===== src/rtl/mips_ctrl_pkg.sv =====
// ----------------------------------------------------------------------------
// mips_ctrl_pkg
// Shared definitions for the MIPS pipeline control blocks:
//   - ctrl_state_e : stall-controller FSM encoding (RUN / MEM_WAIT)
//   - default parameter constants for the stall controller
//   - IdExNopCtrl  : all-zero control word loaded into ID/EX for a bubble
//   - is_mem_access: helper flagging a MEM-stage load or store
// ----------------------------------------------------------------------------
package mips_ctrl_pkg;

    typedef enum logic {
        RUN      = 1'b0,
        MEM_WAIT = 1'b1
    } ctrl_state_e;

    localparam int unsigned MaxHazStallDefault = 2;
    localparam int unsigned MemTimeoutDefault  = 16;
    localparam int unsigned CntWDefault        = 16;

    // ID/EX control word: {wb_en, mem_r_en, mem_w_en, exe_cmd[3:0], b, s}.
    localparam int unsigned            IdExCtrlW   = 9;
    localparam logic [IdExCtrlW-1:0]   IdExNopCtrl = '0;

    function automatic logic is_mem_access(logic mem_r_en, logic mem_w_en);
        return mem_r_en | mem_w_en;
    endfunction

endpackage


===== src/rtl/sat_counter.sv =====
// ----------------------------------------------------------------------------
// sat_counter
// Up-counter with synchronous clear and enable that stops at Limit.
// Ports:
//   clk_i   clock
//   rst_ni  asynchronous active-low reset (count -> 0)
//   clr_i   synchronous clear, wins over en_i
//   en_i    count enable
//   cnt_o   current count
// ----------------------------------------------------------------------------
module sat_counter #(
    parameter int unsigned      Width = 4,
    parameter logic [Width-1:0] Limit = '1
) (
    input  logic             clk_i,
    input  logic             rst_ni,
    input  logic             clr_i,
    input  logic             en_i,
    output logic [Width-1:0] cnt_o
);

    logic [Width-1:0] cnt_d, cnt_q;

    always_comb begin
        cnt_d = cnt_q;
        if (clr_i) begin
            cnt_d = '0;
        end else if (en_i && (cnt_q != Limit)) begin
            cnt_d = cnt_q + 1'b1;
        end
    end

    always_ff @(posedge clk_i or negedge rst_ni) begin
        if (!rst_ni) begin
            cnt_q <= '0;
        end else begin
            cnt_q <= cnt_d;
        end
    end

    assign cnt_o = cnt_q;

endmodule


===== src/rtl/pipeline_stall_controller.sv =====
// ----------------------------------------------------------------------------
// pipeline_stall_controller
// Turns the RAW hazard flag, branch resolution and SRAM readiness into the
// freeze / bubble / flush controls of the 5-stage MIPS pipeline, sequences
// multi-cycle SRAM waits and supervises stall length.
// Ports:
//   clk, rst (async, active low)
//   Hazard_Detected, Branch_Taken, Mem_R_EN, Mem_W_EN, SRAM_Ready  : status in
//   Freeze_PC, Freeze_IF_ID, Bubble_ID_EX, Flush_IF_ID, Freeze_Back : controls
//   Stall_Error  sticky, hazard stall ran longer than MAX_HAZ_STALL
//   Mem_Timeout  sticky, SRAM wait reached MEM_TIMEOUT cycles in MEM_WAIT
// Optional (macro STALL_PERF_CNT_EN):
//   Haz_Stall_Cnt, Mem_Stall_Cnt, Flush_Cnt  saturating performance counters
// ----------------------------------------------------------------------------
module pipeline_stall_controller
    import mips_ctrl_pkg::*;
#(
    parameter int unsigned MAX_HAZ_STALL = MaxHazStallDefault,
    parameter int unsigned MEM_TIMEOUT   = MemTimeoutDefault,  // must be >= 1
    parameter int unsigned CNT_W         = CntWDefault
) (
    input  logic             clk,
    input  logic             rst,
    input  logic             Hazard_Detected,
    input  logic             Branch_Taken,
    input  logic             Mem_R_EN,
    input  logic             Mem_W_EN,
    input  logic             SRAM_Ready,
    output logic             Freeze_PC,
    output logic             Freeze_IF_ID,
    output logic             Bubble_ID_EX,
    output logic             Flush_IF_ID,
    output logic             Freeze_Back,
`ifdef STALL_PERF_CNT_EN
    output logic [CNT_W-1:0] Haz_Stall_Cnt,
    output logic [CNT_W-1:0] Mem_Stall_Cnt,
    output logic [CNT_W-1:0] Flush_Cnt,
`endif
    output logic             Stall_Error,
    output logic             Mem_Timeout
);

    localparam int unsigned HazCntW = $clog2(MAX_HAZ_STALL + 2);
    localparam int unsigned MemCntW = $clog2(MEM_TIMEOUT + 1);

    ctrl_state_e        state_d, state_q;
    logic               stall_err_d, stall_err_q;
    logic               mem_to_d, mem_to_q;
    logic               freeze, branch_flush, haz_stall;
    logic               haz_clr, mem_clr, mem_en;
    logic [HazCntW-1:0] haz_cnt;
    logic [MemCntW-1:0] mem_cnt;

    // A pending SRAM access freezes everything; branch/hazard are only
    // looked at once the pipe is moving again.
    assign freeze       = is_mem_access(Mem_R_EN, Mem_W_EN) & ~SRAM_Ready;
    assign branch_flush = ~freeze & Branch_Taken;
    assign haz_stall    = ~freeze & ~Branch_Taken & Hazard_Detected;

    always_comb begin
        state_d = state_q;
        unique case (state_q)
            RUN:      if (freeze)     state_d = MEM_WAIT;
            MEM_WAIT: if (SRAM_Ready) state_d = RUN;
            default:                  state_d = RUN;
        endcase
    end

    // Hazard run length: frozen cycles hold, any unstalled cycle clears.
    assign haz_clr = ~freeze & ~haz_stall;

    sat_counter #(
        .Width (HazCntW),
        .Limit (HazCntW'(MAX_HAZ_STALL + 1))
    ) u_haz_wdog (
        .clk_i  (clk),
        .rst_ni (rst),
        .clr_i  (haz_clr),
        .en_i   (haz_stall),
        .cnt_o  (haz_cnt)
    );

    // Wait length: counts MEM_WAIT cycles, cleared whenever we are (or are
    // about to be) back in RUN so the release cycle never trips the timeout.
    assign mem_clr = (state_d == RUN);
    assign mem_en  = (state_q == MEM_WAIT);

    sat_counter #(
        .Width (MemCntW),
        .Limit (MemCntW'(MEM_TIMEOUT))
    ) u_mem_wdog (
        .clk_i  (clk),
        .rst_ni (rst),
        .clr_i  (mem_clr),
        .en_i   (mem_en),
        .cnt_o  (mem_cnt)
    );

    always_comb begin
        stall_err_d = stall_err_q;
        mem_to_d    = mem_to_q;
        // This stall would be number MAX_HAZ_STALL+1 in a row.
        if (haz_stall && (haz_cnt >= HazCntW'(MAX_HAZ_STALL))) begin
            stall_err_d = 1'b1;
        end
        // Count is about to reach MEM_TIMEOUT.
        if (mem_en && !mem_clr && (mem_cnt >= MemCntW'(MEM_TIMEOUT - 1))) begin
            mem_to_d = 1'b1;
        end
    end

    always_ff @(posedge clk or negedge rst) begin
        if (!rst) begin
            state_q     <= RUN;
            stall_err_q <= 1'b0;
            mem_to_q    <= 1'b0;
        end else begin
            state_q     <= state_d;
            stall_err_q <= stall_err_d;
            mem_to_q    <= mem_to_d;
        end
    end

    // Controls are combinational; gating with rst forces them low while reset
    // is asserted regardless of the status inputs.
    assign Freeze_Back  = rst & freeze;
    assign Freeze_PC    = rst & (freeze | haz_stall);
    assign Freeze_IF_ID = rst & (freeze | haz_stall);
    assign Bubble_ID_EX = rst & (branch_flush | haz_stall);
    assign Flush_IF_ID  = rst & branch_flush;
    assign Stall_Error  = stall_err_q;
    assign Mem_Timeout  = mem_to_q;

`ifdef STALL_PERF_CNT_EN
    sat_counter #(
        .Width (CNT_W),
        .Limit ('1)
    ) u_perf_haz (
        .clk_i  (clk),
        .rst_ni (rst),
        .clr_i  (1'b0),
        .en_i   (haz_stall),
        .cnt_o  (Haz_Stall_Cnt)
    );

    sat_counter #(
        .Width (CNT_W),
        .Limit ('1)
    ) u_perf_mem (
        .clk_i  (clk),
        .rst_ni (rst),
        .clr_i  (1'b0),
        .en_i   (freeze),
        .cnt_o  (Mem_Stall_Cnt)
    );

    sat_counter #(
        .Width (CNT_W),
        .Limit ('1)
    ) u_perf_flush (
        .clk_i  (clk),
        .rst_ni (rst),
        .clr_i  (1'b0),
        .en_i   (branch_flush),
        .cnt_o  (Flush_Cnt)
    );
`endif

endmodule


===== config.mk =====
export PLATFORM = sky130hd
export DESIGN_NAME = pipeline_stall_controller
export DESIGN_NICKNAME = d
export VERILOG_FILES = /design/src/rtl/mips_ctrl_pkg.sv /design/src/rtl/sat_counter.sv /design/src/rtl/pipeline_stall_controller.sv
export SDC_FILE = /design/constraint.sdc
export NUM_CORES = 1
export LEC_CHECK = 0
export CORE_AREA = 2 2 39 41
export CTS_CLUSTER_DIAMETER = 50
export DETAILED_ROUTE_END_ITERATION = 10
export DIE_AREA = 0 0 41 43
export DONT_BUFFER_PORTS = 1
export SETUP_SLACK_MARGIN = 0.05
export SKIP_LAST_GASP = 1
export SYNTH_ARGS = -nofsm -noshare
export SYNTH_HDL_FRONTEND = slang
export SYNTH_SLANG_ARGS = --single-unit

===== constraint.sdc =====
create_clock -name clk -period 2.1 [get_ports clk]
set_input_delay 0.525 -clock clk [delete_from_list [all_inputs] [get_ports clk]]
set_output_delay 0.525 -clock clk [all_outputs]
set_load 0.01 [all_outputs]

; Word-level counts from Yosys, hierarchy flattened
; Index checks and enable logic that the tools add are counted.
[op_classes]
add_sub_neg = 2
order_cmp = 2
eq_ne = 3
n_mux = 7
n_bitwise = 17
reduce_logical = 6
[ops]
columns = cell, count
row1 = $mux W5, 2
row2 = $and A1 B1 Y1, 9
row3 = $add A5 B1 Y5 const B, 1
row4 = $ge A5 B4 Y1 const B, 1
row5 = $logic_and A1 B1 Y1, 5
row6 = $ne A5 B5 Y1 const B, 1
row7 = $not A1 Y1, 5
row8 = $mux W2, 2
row9 = $or A1 B1 Y1, 3
row10 = $add A2 B1 Y2 const B, 1
row11 = $ge A2 B2 Y1 const B, 1
row12 = $mux W1, 2
row13 = $ne A2 B1 Y1 const B, 1
row14 = $ne A2 B2 Y1 const B, 1
row15 = $pmux W1 S2, 1
row16 = $reduce_bool A2 Y1, 1
[totals]
reg_bits = 10
output_inout_bits = 7

; Depth between registers and ports, before layout
; Gate-level depths: netlist of run 1.
[depth]
ltp_word = 8
mapped_depth = 6

; Modules after synthesis
; From an unflattened synthesis of run 1, not the netlist that was laid out.
[unflattened]
hier_cells = 57
hier_area_um2 = 604.3
[by_module_without_submodules]
columns = mod, n_inst, cells_per_inst, area_each_um2, seq_area_each_um2
row1 = sat_counter (u_mem_wdog), 1, 27, 276.5, 125.1
row2 = pipeline_stall_controller, 1, 20, 203.9, 75.1
row3 = sat_counter (u_haz_wdog), 1, 10, 123.9, 50.0

; Least setup slack after synthesis of run 1
; No wires, ideal clock.
[synth_path]
path_type = input port to output port
from = input port Mem_W_EN
to = output port Freeze_PC
arrival_ps = 1107
required_time_ps = 1575
slack_ps = 468
stages = 3
cell_sequence = o21ba_2 o21a_1 buf_4
[synth_between]
elab_chain_cells = 7
[synth_rtl]
columns = element, line
row1 = start: declaration, pipeline_stall_controller.sv:27  ; input logic Mem_W_EN,
row2 = $or A1 B1 Y1 *, mips_ctrl_pkg.sv:25  ; return mem_r_en | mem_w_en;
row3 = $and A1 B1 Y1 *, pipeline_stall_controller.sv:56  ; assign freeze = is_mem_access(Mem_R_EN, Mem_W_EN) & ~SRAM_Ready;
row4 = $not A1 Y1, pipeline_stall_controller.sv:58  ; assign haz_stall = ~freeze & ~Branch_Taken & Hazard_Detected;
row5 = $and A1 B1 Y1 (2 in series), pipeline_stall_controller.sv:58
row6 = $or A1 B1 Y1 *, --
row7 = $and A1 B1 Y1 *, --
row8 = end: declaration, pipeline_stall_controller.sv:29  ; output logic Freeze_PC,
; Every way passes the cells marked *; elsewhere a longest branch is shown, timed or not.

; Worst setup path in the final report of run 1
[layout_path]
from = register u_mem_wdog.cnt_q[0], in the netlist u_mem_wdog.cnt_o[0]
to = register mem_to_q, in the netlist Mem_Timeout
[layout_between]
elab_chain_cells = 2
[layout_rtl]
columns = element, line
row1 = start: declaration, sat_counter.sv:22  ; logic [Width-1:0] cnt_d, cnt_q;
row2 = start signal: assignment, sat_counter.sv:37  ; cnt_q <= cnt_d;
row3 = $ge A5 B4 Y1, pipeline_stall_controller.sv:107  ; if (mem_en && !mem_clr && (mem_cnt >= MemCntW'(MEM_TIMEOUT - 1))) begin
row4 = $logic_and A1 B1 Y1, pipeline_stall_controller.sv:107
row5 = end signal: assignment, pipeline_stall_controller.sv:120  ; mem_to_q <= mem_to_d;
row6 = end: declaration, pipeline_stall_controller.sv:48  ; logic mem_to_d, mem_to_q;
; Every way passes these cells.
; A chain may end at the register's enable or synchronous reset.

==> results of run 1 <==
==> cell usage after synthesis <==
master and number:
inv_1 9, a311o_1 1, a31o_2 1, nand3b_1 1
o21a_1 1, nand4bb_1 1, and3_1 2, and4bb_2 1
nor2_1 3, and2_1 1, nor2b_1 1, nand3_1 3
mux2i_1 1, ha_1 5, o21ba_2 1, o21bai_1 2
dfrtp_1 10, a21oi_1 4, xnor2_1 1, o22ai_1 1
a221oi_1 1, o31ai_1 1, o211a_1 1, o21ai_0 4
buf_4 1, nand2_1 2, nand4_1 1
==> cell families after synthesis <==
logic type | Yosys count | synth area share [%]
flops | 10 | 42.2
compound gates | 18 | 20.9
xor+xnor | 1 | 1.48
mux | 1 | 1.69
fa+ha+maj | 5 | 10.5
simple gates | 16 | 16.2
buf+inv | 10 | 6.96
==> per-stage QoR <==
step	worst slack [ns]	hold WS [ns]	area [sq um]	total power, W
floorplan	0.468	0.229	593	0.000291
CTS	0.528	0.480	659	0.000486
global route	0.420	0.512	659	0.000506
global placement	0.565	0.230	613	0.000307
detailed placement	0.543	0.230	613	0.000308
finish	0.532	0.488	659	0.000478
==> cell type report <==
type | count | area share [%]
Clock buffer | 4 | 5.50
Timing Repair Buffer | 2 | 2.66
Inverter | 9 | 5.12
Sequential cell | 10 | 38.0
Tap cell | 16 | 3.04
Multi-Input combinational cell | 41 | 45.7
==> what timing repair did <==
item	CTS	global route
hold endpoints to repair	10	0
hold buffers	1	0
resized for setup	0	0
==> metal layers <==
metal,vias up,routed length [um],global-route usage [%]
met5,-,0,0
met4,0,13,12.0
met3,2,25,3.66
met2,3,603,25.9
met1,228,502,17.2
li1,226,-,-
==> worst paths after layout <==
path	start	to	slack, ns	depth (start not counted)
max	u_mem_wdog.cnt_o[0]	Mem_Timeout	0.53	6
min	SRAM_Ready	Mem_Timeout	0.49	2
max reg2reg	u_mem_wdog.cnt_o[0]	Mem_Timeout	0.53	6
min reg2reg	u_haz_wdog.cnt_o[0]	u_haz_wdog.cnt_o[0]	0.52	1
max in group asynchronous	rst	u_mem_wdog.cnt_o[4]	1.15	1
min in group asynchronous	rst	u_haz_wdog.cnt_o[0]	0.64	1
==> report_power, final <==
| part | internal [W] | total, W | switching (W) |
|---|---|---|---|
| Sequential | 0.000215 | 0.000241 | 0.0000270 |
| Clock | 0.000105 | 0.000170 | 0.0000645 |
| Combinational | 0.0000312 | 0.0000665 | 0.0000353 |
==> state kept, by name, summed over array words and instances, names as in the netlist <==
register          count
u_mem_wdog.cnt_o      5
u_haz_wdog.cnt_o      2
mem_en                1
Mem_Timeout           1
Stall_Error           1
==> impl_metrics.tcl, run 1 <==
set metrics [dict create \
    clockBufferDepth 2 \
    yosysTopAreaCellShare_pct 42.2 \
    grt-ovfl-total 0 \
    drtAntennaViolNets 0 \
    io_pins 14 \
    grtUsageTotal_pct 16.2 \
    period_share_pct 74.7 \
    fillers 139 \
    avgSynthCellArea_sq_um 9.72 \
    synth_seq_cells 10 \
    crit_chain "ha_1, and3_1, ha_1, nor2_1, o21ai_0, a31o_2" \
    vias_per_cell 5.60 \
    clock-sinks 10 \
    p_per_area_mw_per_mm2 724 \
    gp_congestion 0.635 \
    clock_skew_ns 0.00181 \
    rows 14 \
    dpl.cell_count 77 \
    worstMarginPinSlew_ns 0.447 \
    crit_buf_inv 0 \
    synthTopCellsByArea "dfrtp_1, ha_1, inv_1" \
    crit_family "flip-flops" \
    cp_max_fo 5 \
    vias 459 \
    rsz0062_at_grt "no" \
    grt_max_degree 11 \
    hold_violations 0 \
    period_needed_ns 1.57 \
    cp.arrival_ns 1.72 \
    status "complete, no violations" \
    diodes 0 \
    antenna_found_initial 0 \
    core-area_sq_mm 0.00138 \
    maxCapViolations 0 \
    register_area_sq_um 250 \
    timing.fmax_mhz 638 \
    mappedNetlistArea_sq_um 593 \
    end_kind "flop" \
    htree_levels 1 \
    ys_types 27 \
    layout_commonest_cell "dfrtp_1" \
    slowest_stage "dfrtp_1" \
    area_growth_pct 11.2 \
    port_buffers 0 \
    dr.first_iter.drc_count 4 \
    start_util_pct 42.9 \
    crit_type "reg2reg" \
    peakVddDrop_uv 413 \
    setup_viol 0 \
    synth.net_count 73 \
    fp.dieH_um 43 \
    cp_common_cell "ha_1" \
    synth_top_area_cell "dfrtp_1" \
    hold_path_class "in2reg" \
    netlist_instances 61 \
    cts_setup_buffers 0 \
    die_w_um 41 \
    yosysWarnings 0 \
    clk_latency_ns 0.26 \
    leakage_nw 0.298 \
    cts_tree "yes" \
    clock-root-buffer "clkbuf_4" \
    multi_input_area_sq_um 302 \
    grt_pass1_wl_um 1870 \
    setup_tns_ns 0 \
    yosysSeqAreaShare_pct 42.2 \
    num-nets-final 79 \
    drc_errors 0 \
    cpPeakStageDelay_ns 0.42 \
    fin_cells 82 \
    crit_required_ns 2.25 \
    die_area_sq_mm 0.00176 \
    wl_per_cell_um 14.0 \
    drtPass1Iterations 2 \
    fin_util_pct 47.6 \
    routed_wl_um 1140 \
    slew_violations 0 \
    dp_hpwl_um 908 \
    slew_headroom_pct 70.1 \
    numCtsBuffers 3 \
    grt_pass1_vias 425 \
    path_clk_slew_ns 0.06 \
    final_cell_mix "dfrtp_1, inv_1, ha_1" \
    critPathLaunchType "flop" \
    layout-drive-gt1-share_pct 12.1 \
]
(Power assumes the default switching activity.)
==> inputs of run 2 (changes only) <==
Clock period 2.1 ns to 1.5 ns, I/O delays scaled along.
==> run 2 against run 1 <==
Compared with the run above: worst setup slack worse by 0.45 ns; first-iteration DRC count shrank 25%; cell count grew 3.7%; utilization increased by 3.7 points; hold slack worse by 0.13 ns; die area is the same.
==> impl_metrics.tcl, run 2 (same netlist as run 1, synthesis figures left out) <==
set metrics [dict create \
    setup_viol 0 \
    crit_buf_inv 0 \
    fin_util_pct 51.4 \
    cp_max_fo 2 \
    maxCapViolations 0 \
    dp_hpwl_um 927 \
    cts_tree "yes" \
    drc_errors 0 \
    cp-startpoint "u_mem_wdog.cnt_o[0]" \
    area_growth_pct 19.8 \
    grt-ovfl-total 0 \
    hold_start "SRAM_Ready" \
    diodes 0 \
    hold_path_class "in2reg" \
    routed_wl_um 1210 \
    num-nets-final 82 \
    rsz0062_at_grt "yes" \
    die_w_um 41 \
    p_per_area_mw_per_mm2 968 \
    sw_frac_of_total_pct 26.9 \
    numCtsBuffers 3 \
    drtPass1Iterations 4 \
    clockBufferDepth 2 \
    pwr-share-clk_pct 34.9 \
    pwr-share-seq_pct 48.7 \
    crit_chain "ha_2, and3_4, ha_4, nor2_1, o21ai_1, a31o_2" \
    hold_ws_ns 0.357 \
    crit_family "flip-flops" \
    cp.arrival_ns 1.56 \
    start_util_pct 42.9 \
    fp.dieH_um 43 \
    core-area_sq_mm 0.00138 \
    grt_pass1_vias 480 \
    leakage_nw 0.308 \
    dpl.cell_count 79 \
    clock_skew_ns 0.000537 \
    vias 473 \
    io_pins 14 \
    dr.first_iter.drc_count 3 \
    path_clk_slew_ns 0.07 \
    fin_cells 85 \
    die_area_sq_mm 0.00176 \
    comb_power_share_pct 16.3 \
    drtAntennaViolNets 0 \
    antenna_found_initial 0 \
    final_cell_mix "dfrtp_1, inv_1, a21oi_1, buf_4" \
    layout_commonest_cell "dfrtp_1" \
    largest_reg_flops 5 \
    p_switching_w 0.000185 \
    rr_startpoint "u_mem_wdog.cnt_o[0]" \
    setup_tns_ns 0 \
    rows 14 \
    wl_per_cell_um 14.2 \
    vias_per_cell 5.56 \
    clock-sinks 10 \
    port_buffers 0 \
    htree_levels 1 \
    cpPeakStageDelay_ns 0.40 \
    critPathLaunchType "flop" \
    timing.fmax_mhz 708 \
    crit_required_ns 1.65 \
    peakVddDrop_uv 498 \
    status "complete, no violations" \
    end_kind "flop" \
    gp_congestion 0.677 \
    grt_max_degree 11 \
    slew_violations 0 \
    worstMarginPinSlew_ns 0.482 \
    power.internal_w 0.000503 \
    clk_latency_ns 0.26 \
    crit_type "reg2reg" \
    slowest_stage "dfrtp_1" \
    period_share_pct 94.2 \
    hold_violations 0 \
    grtUsageTotal_pct 17.0 \
    layout-drive-gt1-share_pct 23.2 \
    clock-root-buffer "clkbuf_4" \
    grt_pass1_wl_um 2000 \
    slew_headroom_pct 67.7 \
    period_needed_ns 1.41 \
]
## run 2: cell count changes in the layout (fill, tap and decap cells not counted), sizes merged
cell  previous run  this run
buf              1         4
## run 2: per-stage QoR
| stage | power [W] | setup slack (ns) | area (sq um) |
|---|---|---|---|
| floorplan | 0.000407 | 0.0623 | 593 |
| global placement | 0.000430 | 0.0593 | 628 |
| detailed placement | 0.000436 | 0.000524 | 628 |
| CTS | 0.000700 | 0.0598 | 687 |
| global route | 0.000737 | 0.0394 | 711 |
| finish | 0.000688 | 0.0869 | 711 |
## run 2: worst reg2reg max path, cell delays in order (launching register included)
cell	delay, ns
dfrtp_1	0.40
ha_2	0.20
and3_4	0.18
ha_4	0.15
nor2_1	0.07
o21ai_1	0.07
a31o_2	0.25
## run 2: layer usage
layer  global-route usage, %  vias to the layer above  share of wire [%]
met5                       0                        -                  0
met4                    8.00                        0                1.1
met3                    5.24                        2                1.9
met2                    29.1                        4                 58
met1                    17.5                      233                 39
li1                        -                      234                  -
## run 2: final timing paths
kind,to,slack (ns),cells past startpoint
worst max-delay path,Mem_Timeout,0.09,6
worst min-delay path,Mem_Timeout,0.36,2
worst max register to register,Mem_Timeout,0.09,6
worst min register to register,u_haz_wdog.cnt_o[0],0.51,1
max in group asynchronous,u_mem_wdog.cnt_o[1],0.67,1
min in group asynchronous,u_haz_wdog.cnt_o[0],0.51,1
## run 2: power by group through the flow
| stage | Clock [W] | Combinational [W] | Sequential [W] |
|---|---|---|---|
| after detailed placement | 0 | 0.0000951 | 0.000341 |
| after global routing | 0.000269 | 0.000127 | 0.000341 |
| after CTS | 0.000255 | 0.000109 | 0.000336 |
| after global placement | 0 | 0.0000911 | 0.000339 |
| final | 0.000240 | 0.000112 | 0.000335 |
| after floorplan | 0 | 0.0000721 | 0.000335 |
## run 2: timing repair
item / in CTS / in global routing
endpoints found under the hold margin: 10 / 0
pin swaps: 4 / 3
resized for setup: 3 / 4
buffers inserted: 1 / 0
endpoints found under the setup margin: 2 / 2
hold buffers: 1 / 0
## run 2: area by class of cell
class,instances,area [sq um]
Sequential cell,10,250
Tap cell,16,20.0
Fill cell,137,673
Multi-Input combinational cell,41,330
Clock buffer,4,36.3
Inverter,9,33.8
Timing Repair Buffer,5,40.0
==> inputs of run 3 (changes only) <==
Settings changed: CTS_CLUSTER_DIAMETER 50 to unset.
==> results of run 3 <==
Same layout as run 2: the final DEF is identical, and so are final timing and power.
